--- src/rtl/mul_div_unit.sv ---
`default_nettype none
// ============================================================================
// Module   : mul_div_unit
// Purpose  : Iterative E-stage multiply/divide unit owning the HI/LO registers.
// Revision : 1.0 - initial release
// ============================================================================
module mul_div_unit #(
    parameter int WIDTH = 32
) (
    input  logic             clk,
    input  logic             rst,
    input  logic             op_mult,
    input  logic             op_multu,
    input  logic             op_div,
    input  logic             op_divu,
    input  logic             op_mthi,
    input  logic             op_mtlo,
    input  logic [WIDTH-1:0] src_a,
    input  logic [WIDTH-1:0] src_b,
    input  logic             pipe_stall_ext,
    input  logic             flush,
    output logic             md_stall,
    output logic [WIDTH-1:0] hi,
    output logic [WIDTH-1:0] lo
);

    localparam int CW = $clog2(WIDTH);

    typedef enum logic [1:0] {
        S_IDLE = 2'd0,
        S_MUL  = 2'd1,
        S_DIV  = 2'd2,
        S_DONE = 2'd3
    } state_t;

    state_t             state_q, state_d;
    logic [CW-1:0]      cnt_q, cnt_d;
    logic [WIDTH-1:0]   opnd_q, opnd_d;
    logic [2*WIDTH-1:0] acc_q, acc_d;
    logic               neg_lo_q, neg_lo_d;
    logic               neg_hi_q, neg_hi_d;
    logic               is_div_q, is_div_d;
    logic [WIDTH-1:0]   hi_q, hi_d;
    logic [WIDTH-1:0]   lo_q, lo_d;

    logic               w_start, w_is_div, w_signed, w_a_neg, w_b_neg, w_last;
    logic [WIDTH-1:0]   w_abs_a, w_abs_b;
    logic [WIDTH:0]     w_mul_sum, w_div_trial;
    logic [2*WIDTH-1:0] w_mul_next, w_div_next, w_raw, w_fixed;
    logic [WIDTH-1:0]   w_raw_hi, w_raw_lo;

    always_comb begin
        w_start  = op_div | op_divu | op_mult | op_multu;
        w_is_div = op_div | op_divu;
        w_signed = op_div | (~op_divu & op_mult);
        w_a_neg  = w_signed & src_a[WIDTH-1];
        w_b_neg  = w_signed & src_b[WIDTH-1];
        w_abs_a  = w_a_neg ? -src_a : src_a;
        w_abs_b  = w_b_neg ? -src_b : src_b;
        w_last   = (cnt_q == CW'(WIDTH-1));

        // Shift-add: acc = {partial product, remaining multiplier bits}
        w_mul_sum  = {1'b0, acc_q[2*WIDTH-1:WIDTH]} + (acc_q[0] ? {1'b0, opnd_q} : '0);
        w_mul_next = {w_mul_sum, acc_q[WIDTH-1:1]};

        // Restoring divide: acc = {partial remainder, dividend/quotient bits}
        w_div_trial = {acc_q[2*WIDTH-1:WIDTH], acc_q[WIDTH-1]} - {1'b0, opnd_q};
        w_div_next  = w_div_trial[WIDTH] ? {acc_q[2*WIDTH-2:0], 1'b0}
                                         : {w_div_trial[WIDTH-1:0], acc_q[WIDTH-2:0], 1'b1};

        w_raw    = is_div_q ? w_div_next : w_mul_next;
        w_raw_hi = w_raw[2*WIDTH-1:WIDTH];
        w_raw_lo = w_raw[WIDTH-1:0];
        if (is_div_q) begin
            w_fixed = {neg_hi_q ? -w_raw_hi : w_raw_hi, neg_lo_q ? -w_raw_lo : w_raw_lo};
        end else begin
            w_fixed = neg_lo_q ? -w_raw : w_raw;
        end
    end

    always_comb begin
        state_d  = state_q;
        cnt_d    = cnt_q;
        opnd_d   = opnd_q;
        acc_d    = acc_q;
        neg_lo_d = neg_lo_q;
        neg_hi_d = neg_hi_q;
        is_div_d = is_div_q;
        hi_d     = hi_q;
        lo_d     = lo_q;
        md_stall = 1'b0;

        case (state_q)
            S_IDLE: begin
                if (w_start & ~flush) begin
                    md_stall = 1'b1;
                    state_d  = w_is_div ? S_DIV : S_MUL;
                    cnt_d    = '0;
                    opnd_d   = w_is_div ? w_abs_b : w_abs_a;
                    acc_d    = {{WIDTH{1'b0}}, (w_is_div ? w_abs_a : w_abs_b)};
                    // Divide by zero keeps an all-ones quotient unsigned
                    neg_lo_d = (w_a_neg ^ w_b_neg) & (~w_is_div | (src_b != '0));
                    neg_hi_d = w_a_neg;
                    is_div_d = w_is_div;
                end else if (~pipe_stall_ext & ~flush) begin
                    if (op_mthi) hi_d = src_a;
                    if (op_mtlo) lo_d = src_a;
                end
            end
            S_MUL, S_DIV: begin
                md_stall = 1'b1;
                acc_d    = w_last ? w_fixed : w_raw;
                cnt_d    = cnt_q + CW'(1);
                if (w_last) state_d = S_DONE;
            end
            S_DONE: begin
                if (~pipe_stall_ext & ~flush) begin
                    hi_d    = acc_q[2*WIDTH-1:WIDTH];
                    lo_d    = acc_q[WIDTH-1:0];
                    state_d = S_IDLE;
                end
            end
            default: state_d = S_IDLE;
        endcase

        if (flush) state_d = S_IDLE;
    end

    always_ff @(posedge clk) begin
        if (rst) begin
            state_q  <= S_IDLE;
            cnt_q    <= '0;
            opnd_q   <= '0;
            acc_q    <= '0;
            neg_lo_q <= 1'b0;
            neg_hi_q <= 1'b0;
            is_div_q <= 1'b0;
            hi_q     <= '0;
            lo_q     <= '0;
        end else begin
            state_q  <= state_d;
            cnt_q    <= cnt_d;
            opnd_q   <= opnd_d;
            acc_q    <= acc_d;
            neg_lo_q <= neg_lo_d;
            neg_hi_q <= neg_hi_d;
            is_div_q <= is_div_d;
            hi_q     <= hi_d;
            lo_q     <= lo_d;
        end
    end

    assign hi = hi_q;
    assign lo = lo_q;

endmodule
`default_nettype wire

--- config.mk ---
export PLATFORM = sky130hd
export DESIGN_NAME = mul_div_unit
export DESIGN_NICKNAME = d
export VERILOG_FILES = /design/src/rtl/mul_div_unit.sv
export SDC_FILE = /design/constraint.sdc
export NUM_CORES = 1
export LEC_CHECK = 0
export ABC_CLOCK_PERIOD_IN_PS = 16000
export CELL_PAD_IN_SITES_DETAIL_PLACEMENT = 1
export CELL_PAD_IN_SITES_GLOBAL_PLACEMENT = 1
export CORE_MARGIN = 5
export CORE_UTILIZATION = 47
export CTS_CLUSTER_DIAMETER = 120
export DETAILED_ROUTE_END_ITERATION = 8
export PLACE_DENSITY_LB_ADDON = 0.1
export SETUP_SLACK_MARGIN = 0.15
export SYNTH_ARGS = -nofsm -noshare
export SYNTH_HDL_FRONTEND = slang
export SYNTH_SLANG_ARGS = --single-unit
--- constraint.sdc ---
create_clock -name clk -period 16 [get_ports clk]
set_input_delay 2.4 -clock clk [delete_from_list [all_inputs] [get_ports clk]]
set_output_delay 2.4 -clock clk [all_outputs]
set_load 0.03 [all_outputs]
Word level (Yosys, flattened, before mapping)
Cells that the tools add are included.
{ "classes": {"add_sub_neg": 8, "multipliers": 0, "div": 0, "magnitude_cmp": 0, "eq_ne": 11, "shifts": 0, "muxes": 33, "n_bitwise": 16, "reduce_logical": 11} }
{ "ops": {"columns": ["op", "n"], "rows": [
  ["two-way mux 32 bit", 15],
  ["two-way mux 64 bit", 6],
  ["negation 32 bit", 4],
  ["case mux 32 bit (2 select lines)", 2],
  ["case mux 64 bit (2 select lines)", 1],
  ["negation 64 bit", 1],
  ["adder 32 x 32 -> 33 bit", 1],
  ["subtractor 33 x 32 -> 33 bit", 1],
  ["nonzero test 32 bit", 1],
  ["!= test 2 bit (second input constant)", 7],
  ["case mux 5 bit (2 select lines)", 1],
  ["AND reduction 5 bit", 2],
  ["two-way mux 2 bit", 4],
  ["bitwise AND 1 bit", 6],
  ["case mux 2 bit (3 select lines)", 1],
  ["adder 5 x 1 -> 5 bit (second input constant)", 1],
  ["equality test 5 bit (second input constant)", 1],
  ["two-way mux 5 bit", 1],
  ["bitwise OR 1 bit", 5],
  ["equality test 2 bit (second input constant)", 2],
  ["NOT 1 bit", 4],
  ["AND reduction 2 bit", 2],
  ["nonzero test 2 bit", 2],
  ["OR reduction 2 bit", 2],
  ["6 further kinds", 6]
]} }
{ "word_totals": {"reg_bits": 170, "latch_bits": 0, "mem_bits_rw": 0, "mem_bits_ro": 0, "input_bits": 74, "output_inout_bits": 65, "elab_cells": 88, "mem_count": 0} }

Depth between registers and ports, before layout
{ "logic_depth": {"ltp_word": 8, "ltp_mapped": 24, "mapped_depth_nobuf": 24} }

Least setup slack after synthesis
OpenSTA, ideal clock, no wires.
{ "synth_timing": {"path_kind": "input to output", "from": "input port op_divu", "to": "output port md_stall", "arrival_time_ns": 4.265, "required_time_ns": 13.600, "path_slack_ns": 9.335, "stages": 7, "path_buffers": 4, "cell_sequence": "clkbuf_1 > nor4_1 > or3b_2 > clkbuf_1 > clkbuf_1 > buf_1 > a21oi_1"} }
{ "synth_via": {"elab_chain_cells": 6} }
{ "synth_rtl": {"columns": ["item", "line_no", "source"], "rows": [
  ["from (decl)", "15", "input logic op_divu,"],
  ["bitwise OR 1 bit (3 in a row)", "53", "w_start = op_div | op_divu | op_mult | op_multu;"],
  ["bitwise AND 1 bit", "95", "if (w_start & ~flush) begin"],
  ["two-way mux 1 bit", "95", null],
  ["case mux 1 bit (2 select lines)", "93", "case (state_q)"],
  ["to (decl)", "22", "output logic md_stall,"]
]} }
No other way between the ends.

Worst setup path in the final report
Same ends and word-level chain as after synthesis.

==> impl_results.md <==
* Worst-Skew Late Latency at 450 ps
* Max_cap viols at 0
* Leakage power at 6.739 nW
* Drt drc at 0
* Period utilisation layout at 0.4704
* Post-DP HPWL at 54580 um
* Slew Limit Fails at 0
* Comb pwr share at 0.408
* Initial antenna violation count at 2
* Status: complete, no violations
* Die H at 192.0 um
* CP cell instances: clkdlybuf4s50_1 -> nor4_1 -> or3b_2 -> a21oi_1 -> clkdlybuf4s50_1
* Clock Sink Count at 170
* Syn nets at 2319
* Crit path max fanout at 19
* Wire per inst at 26.12 um
* Final Hold Fails at 0
* CP required at 13600 ps
* Slew margin rel. at 0.2143
* Slowest stage delay, CP at 980 ps
* Via count at 17727
* Vias in the first global route at 17464
* Root Driver: clkbuf_16
* First-pass GRT wire length at 104300 um
* Met3 Usage GRT at 0.07197
* Initial Util at 0.4772
* Most used cell, CP: clkdlybuf4s50_1
* Chip width at 192.0 um
* CTS resizes at 0
* Distinct cells, synth at 91
* Post-synth top area share at 0.2186
* CP endpoint kind: output port
* Layout area overhead at 14.36%
* Hold_buf cts at 0
* Synth area leader: dfxtp_1
* NetSw at 0.6800 mW
* Setup Skew at 9.964 ps
* H-tree Lvls at 4
* Fin util at 0.5457
* PnR worst setup slack at 8474 ps
* Ys async rst share at 0
* Layout cells sized above 1 at 0.04755
* Largest net degree at the start of global routing at 88
* GP Congestion at 0.9896
* Actual slew at the worst max-slew pin at 1176 ps
* DP Worst Slack at 8507 ps
* Fmax at 0.1329 GHz
* Netlist Area Pre-Place at 15570 um2
* Overall routed net length at 69790 um
* Worst-path clk slew at 70 ps
* Area contributors post-synth: dfxtp_1 (22%), a21oi_1 (7.6%), nor2_1 (6.2%), ha_1 (5.8%), a211oi_1 (5.1%)
* Synth Flop Type: dfxtp_1
* Tmin final at 7526 ps
* Yosys reg bits at 170
* Post-synth EDFFs at 0
* Fillers at 4113
* Finished Cell Area at 17800 um2
* Startpoint types: input pin
* Antenna Nets Post-Route at 0
* Cell Area, Placed at 17210 um2
* Sequential power share at 0.319
* Pwr dens at 87.89 nW/um2
* TritonCTS clock tree: yes
* Avg Cell Area, Syn at 7.170 um2
* Num CTS Buffers at 17
* Sw Ratio at 0.4347
* Vias per cell at 6.634
* Int Pwr at 0.8845 mW
* CORE AREA at 32620 um2
* DRT Pass-1 Iters at 6
* Clock network fraction of total power at 0.273
* GR peak layer: met2
* Gate Count Post-Synth at 2171
* Slowest stage cell on the critical path: clkdlybuf4s50_1
* Hold Crit Class: flop to flop
* Die area at 36860 um2
* Top Ports at 139
* CP Data Arrival Time at 5130 ps
* Gr ovfl total at 0
* Total track usage at 0.3679
* Clk buf depth at 2
* GR met1 Demand/Resource at 0.5007
* Post-CTS Setup Inserts at 0
* Port bufs at 138
* YS warnings at 0
* RSZ-0062 raised after global routing: no
* Setup TNS at 0 ps
* Num rows at 66
* Final setup fails at 0
* Detailed Route Iter0 Violations at 1851
* Global-route track usage on met2 at 0.5673
* Critical path class: input pin to output port
* Sequential share of the synthesized area at 0.2186
* Nets at 2364
* Max VDD drop at 0.00005583 V
-- flip-flops by register name, summed over array words and instances, names as in the netlist, 2 cells and up --
| register | count |
|---|---|
| hi | 32 |
| lo | 32 |
| cnt_q | 5 |
| acc_q | 64 |
| opnd_q | 32 |
| state_q | 2 |
-- cell usage in the layout, fill, tap and decap left out, types with 10 or more instances in the layout --
cell	n
nor3_1	84
nor2_1	256
nand2b_1	17
buf_4	26
a22oi_1	28
nand4_1	22
clkdlybuf4s50_1	137
o31ai_1	17
a21o_1	33
nand3b_1	12
o21ai_1	12
mux2i_1	45
xor2_1	81
dfxtp_1	169
a211oi_1	106
inv_1	78
a21oi_1	233
nand2_1	174
xnor2_1	87
ha_1	71
and2_1	42
or3_1	22
o211ai_1	24
a31oi_1	38
nor4_1	17
clkbuf_16	17
o21a_1	13
o21ai_0	114
nor2b_1	39
or2_2	10
nand3_1	22
-- cells in the mapped netlist (5+ instances only) --
cell and n:
nor2_1 257, a21oi_1 235, nand2_1 174, dfxtp_1 170
clkbuf_1 116, o21ai_0 114, a211oi_1 106, xnor2_1 87
nor3_1 85, xor2_1 81, inv_1 78, ha_1 72
mux2i_1 45, and2_1 42, nor2b_1 39, a31oi_1 38
a21o_1 33, a22oi_1 28, o211ai_1 24, nand3_1 22
nand4_1 22, or3_1 22, nand2b_1 17, nor4_1 17
o31ai_1 17, o21a_1 13, buf_2 12, nand3b_1 12
o21ai_1 12, nor3b_1 10, or2_2 10, a221oi_1 9
and3_1 9, o22ai_1 9, buf_1 8, o21bai_1 8
a222oi_1 7, mux2_2 6, a2111oi_0 5, a41oi_1 5
and4_1 5, o2111ai_1 5, o221ai_1 5, o41ai_1 5
or4_1 5
-- cell families (layout without fill, tap and decap cells) --
| family | after synthesis | count (layout) | synth area share |
|---|---|---|---|
| multiplexers | 51 | 51 | 0.03328 |
| AO/OA/AOI/OAI | 727 | 727 | 0.3021 |
| adder cells (fa/ha/maj) | 74 | 74 | 0.06045 |
| XOR/XNOR | 168 | 168 | 0.09453 |
| flip-flops | 170 | 170 | 0.2186 |
| AND/OR/NAND/NOR | 765 | 765 | 0.2375 |
| other | 0 | 1 | 0 |
| buffers and inverters | 216 | 274 | 0.05353 |
-- metal layers --
layer | vias up | part of all wire
met5 | - | 0
met4 | 0 | 0.048
met3 | 169 | 0.087
met2 | 840 | 0.43
met1 | 8725 | 0.43
li1 | 7993 | -
-- power groups by stage --
stage          Clock, mW  Combinational [mW]  Sequential, mW
6_report           0.428               0.638           0.499
5_1_grt            0.447               0.679           0.502
4_1_cts            0.428               0.619           0.497
3_5_place_dp           0               0.612           0.507
3_3_place_gp           0               0.596           0.505
2_1_floorplan          0               0.410           0.496
-- critical path: cells and delay by family --
kind / cells / cell delay, ps
and+or+nand+nor: 2 / 720
AOI/OAI and AO/OA: 1 / 210
buffers and inverters: 2 / 1790
-- stage by stage --
stage | power [mW] | cells | hold slack (ps)
final | 1.565 | 2672 | 500.3
after global routing | 1.628 | 2671 | 509.4
after CTS | 1.544 | 2671 | 491.2
after detailed placement | 1.119 | 2639 | 475.2
after global placement | 1.101 | 2639 | 462.4
after floorplan | 0.9055 | 2171 | 439.0
-- final timing paths --
path / start / endpoint / slack (ps) / depth (start not counted)
worst max register to register: opnd_q[21] / acc_q[62] / 9500 / 22
worst max-delay path: op_divu / md_stall / 8470 / 5
worst min register to register: lo[10] / lo[10] / 500 / 2
worst min-delay path: lo[10] / lo[10] / 500 / 2
-- area by class of cell --
class,instances,area [um2],share of cell area
antenna,1,2.502,0.0001406
clock buffer,18,439.2,0.02467
clock inverter,14,153.9,0.008646
inverter,79,296.5,0.01666
multi-input combinational,1785,11380,0.6394
sequential,170,3407,0.1914
tap,442,553.0,0.03107
timing repair buffer,163,1567,0.08800
No activity file was read; power rests on OpenSTA's default activity.
